### src/rtl/sat_cnt.sv
// Saturating accumulator: clears synchronously, otherwise adds inc_i when
// en_i is high and clamps at the all-ones value instead of wrapping.
module sat_cnt #(
    parameter int W     = 16,
    parameter int INC_W = 1
) (
    input  logic             clk_i,
    input  logic             rst_ni,
    input  logic             clr_i,
    input  logic             en_i,
    input  logic [INC_W-1:0] inc_i,
    output logic [W-1:0]     cnt_o
);

    // One spare bit above the wider operand so the overflow is visible.
    localparam int SW = ((W > INC_W) ? W : INC_W) + 1;
    localparam logic [SW-1:0] MAX = SW'({W{1'b1}});

    logic [W-1:0]  cnt_q;
    logic [W-1:0]  cnt_d;
    logic [SW-1:0] sum;

    always_comb begin
        sum   = SW'(cnt_q) + SW'(inc_i);
        cnt_d = cnt_q;
        if (clr_i) begin
            cnt_d = '0;
        end else if (en_i) begin
            cnt_d = (sum > MAX) ? {W{1'b1}} : sum[W-1:0];
        end
    end

    always_ff @(posedge clk_i or negedge rst_ni) begin
        if (!rst_ni) begin
            cnt_q <= '0;
        end else begin
            cnt_q <= cnt_d;
        end
    end

    assign cnt_o = cnt_q;

endmodule

### config.mk
export PLATFORM = sky130hd
export DESIGN_NAME = sat_cnt
export DESIGN_NICKNAME = d
export VERILOG_FILES = /design/src/rtl/sat_cnt.sv
export SDC_FILE = /design/constraint.sdc
export NUM_CORES = 1
export LEC_CHECK = 0
export ABC_AREA = 1
export CAP_MARGIN = 20
export CORE_UTILIZATION = 25
export DETAILED_ROUTE_END_ITERATION = 12
export GPL_TIMING_DRIVEN = 0
export SYNTH_ARGS = -nofsm -noshare
export SYNTH_HDL_FRONTEND = slang
export SYNTH_SLANG_ARGS = --single-unit
### constraint.sdc
create_clock -name clk_i -period 4.2 [get_ports clk_i]
set_clock_uncertainty 0.2 [all_clocks]
set_input_delay 0.42 -clock clk_i [delete_from_list [all_inputs] [get_ports clk_i]]
set_output_delay 0.42 -clock clk_i [all_outputs]
set_load 0.01 [all_outputs]
; ---- Word-level counts from Yosys, hierarchy flattened
; Cells that the tools add are included.
[totals]
out_inout_bits = 16
in_bits = 5
register_bits = 16
wordCells = 7
[op_classes]
n_reduce_logical = 1
add_sub_neg = 1
order_cmp = 1
muxes = 3
[ops]
columns = operator, count
row1 = two-way mux 16 bit, 3
row2 = adder 16 x 1 -> 17 bit, 1
row3 = "greater-than comparator 17 x 16 -> 1 bit, second input constant", 1
row4 = nonzero test 2 bit, 1

; ---- Depth between registers and ports, before layout
[logic_depth]
ltp_word = 5
mapped_depth = 10
depth_no_buf = 9

; ---- Worst setup path before layout
; Ideal clock, no wire load.
[synth_path]
path_type = flip-flop to flip-flop
from = register cnt_q[0], in the netlist cnt_o[0]
to = register cnt_q[10], in the netlist cnt_o[10]
path_stages_with_launch = 11
setup_slack_ps = 2578
setup_ps = 66
arrival_ps = 1356
period_less_slack_ps = 1622
path_cell_list = dfrtp_1 ha_1 nand2_2 nor2_8 nand2_4 clkinv_4 nand3_4 buf_6 nand2_1 nand2_1 nand2_1
[synth_between]
elab_chain_len = 5
[synth_rtl]
columns = element, line
row1 = "start, declared", 19  ; logic [W-1:0] cnt_q;
row2 = "start signal, assigned", 37  ; cnt_q <= cnt_d;
row3 = adder 16 x 1 -> 17 bit (*), 24  ; sum = SW'(cnt_q) + SW'(inc_i);
row4 = greater-than comparator 17 x 16 -> 1 bit, 29  ; cnt_d = (sum > MAX) ? {W{1'b1}} : sum[W-1:0];
row5 = two-way mux 16 bit (*), 29
row6 = two-way mux 16 bit (*), 28  ; end else if (en_i) begin
row7 = two-way mux 16 bit (*), 26  ; if (clr_i) begin
; Mark *: on every way between the ends. The rest lies on a longest branch, timed or not. The select of a mux whose other input is x is not followed.
; A chain may end at the register's enable or synchronous reset.

; ---- Final worst setup path
[layout_path]
from = input port inc_i
to = register cnt_q[13], in the netlist cnt_o[13]
[layout_between]
elab_chain_len = 5
[layout_rtl]
columns = element, line
row1 = "start, declared", 11  ; input logic [INC_W-1:0] inc_i,
row2 = adder 16 x 1 -> 17 bit (*), 24
row3 = greater-than comparator 17 x 16 -> 1 bit, 29
row4 = two-way mux 16 bit (*), 29
row5 = two-way mux 16 bit (*), 28
row6 = two-way mux 16 bit (*), 26
; Marks and branches as above.

==> qor.txt <==
synthesized area per cell - 6.598 um^2
core box area - 4354 um^2
Finish-stage setup viols - 0
Synth Cell Area - 1135 um^2
die area - 4813 um^2
Buf/Inv on CP - 1
Detailed Route WL - 2647 um
XOR/XNOR share of the synthesized area - 6.174%
gr usage total - 12.15%
Pwr Total - 330.7 uW
first-pass GRT wire length - 4602 um
vias per std cell - 4.371
sequential share of the synthesized area - 35.28%
TNS Setup - 0 ns
I/O Pins - 21
period utilization - 47.19%
max reg flops - 16
Worst setup EP type - register
final hold violation count - 0
flops & latches, synth - 16
syn nets - 179
largest net degree at the start of global routing - 17
Residual DRC - 0
Die Y-Extent - 69.38 um
Synth Area in Simple Gates - 44.87%
CP max stage delay - 0.48 ns
Synthesis Warnings - 0
FF/Latch Area - 400.4 um^2
required time of the critical path - 4.15 ns
Cell variety after synth - 20
area grow syn2layout - 28.23%
Final Wtd Congestion - 0.9140
clock tree buffer depth - 2
largest family of logic cells by synthesized area - simple AND/OR/NAND/NOR gates
delay-heaviest family, CP - simple AND/OR/NAND/NOR gates
gr ovfl total - 0
share of layout cells above drive strength 1 - 5.612%
Pleak - 0.8114 nW
n_diodes - 0
minimum clock period - 1.982 ns
placed instance area - 1400 um^2
die width - 69.38 um
vias in the first global route - 992
initial antenna violation count - 0
unrepaired setup endpoints after global routing - false
crit path cell chain - clkdlybuf4s50_1 -> ha_1 -> nand3_1 -> nor2_1 -> nand3_1 -> nand2_1 -> nand3_1 -> nand2_1 -> nand2_1
clk_lat worst skew - 0.25 ns
PwrDens - 227.3 nW/um^2
number of max-cap violations - 0
placed cells - 244
Arr. time, crit path - 1.93 ns
Slew HR - 51.44%
DRT antenna net count - 0
Iteration-0 DRC Markers - 53
post-route design area - 1455 um^2
# port buffers - 20
H-tree depth - 1
FILL cells - 488
Synth Area in Compound Gates - 2.646%
Final nets - 204
Max Clk Rate - 0.5046 GHz
multiplexer area fraction after synthesis - 0%
Root Buffer - clkbuf_8
Avg WL per Cell - 10.67 um
Place WS - 1.915 ns
PnR worst setup slack - 2.218 ns
setup bufs post-CTS - 0
Reg clk slew, reported paths - 0.07 ns
Worst setup SP type - input port
VDD IR max - 0.07078 mV
max-slew violation count - 0
row count - 24
hold buffer count at cts - 0
number of clock sinks - 16
Final HPWL DP - 2048 um
drt pass-1 iters - 4
CTS tree - done
Worst-Margin Slew - 0.7262 ns
total CTS buffers - 3
Post-Synth Adder-Cell Area - 2.205%
post-cts resize count - 0
multi-input logic area - 634.4 um^2
via count - 1,084
Initial Utilization - 26.06%
status - complete, no violations
Worst Hold Class - register to register
Final Non-Filler Cells - 248
post-synthesis cell count - 172
Worst Path Max Fanout - 3
slowest CP cell - clkdlybuf4s50_1
WS Path Type - input port to register
-- worst register-to-register path: cells and delay by family (launching register included) --
kind / cells / cell delay [ns]
flops: 1 / 0.39
simple gates: 7 / 0.80
fa+ha+maj: 1 / 0.23
-- final timing paths --
path                                      startpoint                    end  slack, ns  cells past startpoint
max in group asynchronous                     rst_ni  cnt_o[13]$_DFFE_PN0P_       2.95                      1
worst min-delay path            cnt_o[0]$_DFFE_PN0P_   cnt_o[0]$_DFFE_PN0P_       0.34                      2
worst min register to register  cnt_o[0]$_DFFE_PN0P_   cnt_o[0]$_DFFE_PN0P_       0.34                      2
min in group asynchronous                     rst_ni   cnt_o[1]$_DFFE_PN0P_       0.40                      1
worst max-delay path                           inc_i  cnt_o[13]$_DFFE_PN0P_       2.22                      9
worst max register to register  cnt_o[0]$_DFFE_PN0P_  cnt_o[13]$_DFFE_PN0P_       2.47                      8
-- cells by family after synthesis --
kind of cell,count (synthesis)
xor gates and xnor gates,8
AOI/OAI and AO/OA,5
DFF,16
and+or+nand+nor,118
adders and majority gates,2
buffers and inverters,23
-- layer usage --
layer	part of all wire [%]	track usage [%]
met1	49	16.48
met2	47	19.09
met3	2.7	2.180
met4	1.7	4.762
met5	0	0
-- synth_stat cells (all sizes together) --
| cell type | number | share of area [%] |
|---|---|---|
| buf | 2 | 1.4 |
| clkbuf | 1 | 0.33 |
| clkinv | 1 | 0.77 |
| dfrtp | 16 | 35 |
| ha | 2 | 2.2 |
| inv | 19 | 6.3 |
| nand2 | 84 | 29 |
| nand3 | 15 | 7.7 |
| nand4 | 3 | 1.7 |
| nor2 | 15 | 6.4 |
| nor3 | 1 | 0.44 |
| o21ai | 3 | 1.3 |
| o21bai | 2 | 1.3 |
| xnor2 | 3 | 2.3 |
| xor2 | 5 | 3.9 |
-- power by group --
group          internal, mW  switching [mW]  leakage (nW)
logic                0.0130          0.0164         0.560
clock network        0.0833          0.0580        0.0288
registers             0.157         0.00349         0.222
total                 0.253          0.0779         0.811
-- final cells by class --
| type | instances | area share (%) |
|---|---|---|
| Sequential cell | 16 | 27.51 |
| Multi-Input combinational cell | 133 | 43.59 |
| Inverter | 20 | 5.503 |
| Clock buffer | 4 | 3.783 |
| Tap cell | 52 | 4.471 |
| Timing Repair Buffer | 20 | 13.76 |
| Buffer | 3 | 1.376 |
-- cells in the final DEF (no fill, tap or decap), drive strengths merged --
cell and n:
xnor2 3, nor2 15, inv 19, o21bai 2, clkinv 1, nand3 15, nand4 3, ha 2
clkbuf 5, nor3 1, dfrtp 16, xor2 5, clkdlybuf4s50 20, buf 2, o21ai 3, nand2 84
-- per-stage QoR --
step / hold slack (ns) / utilization [%]
final: 0.3448 / 33.42
after global routing: 0.3978 / 33.42
after CTS: 0.3496 / 33.42
after detailed placement: 0.3297 / 32.16
after global placement: 0.3314 / 32.16
after floorplan: -0.07559 / -
Power figures use the tool's default switching activity.
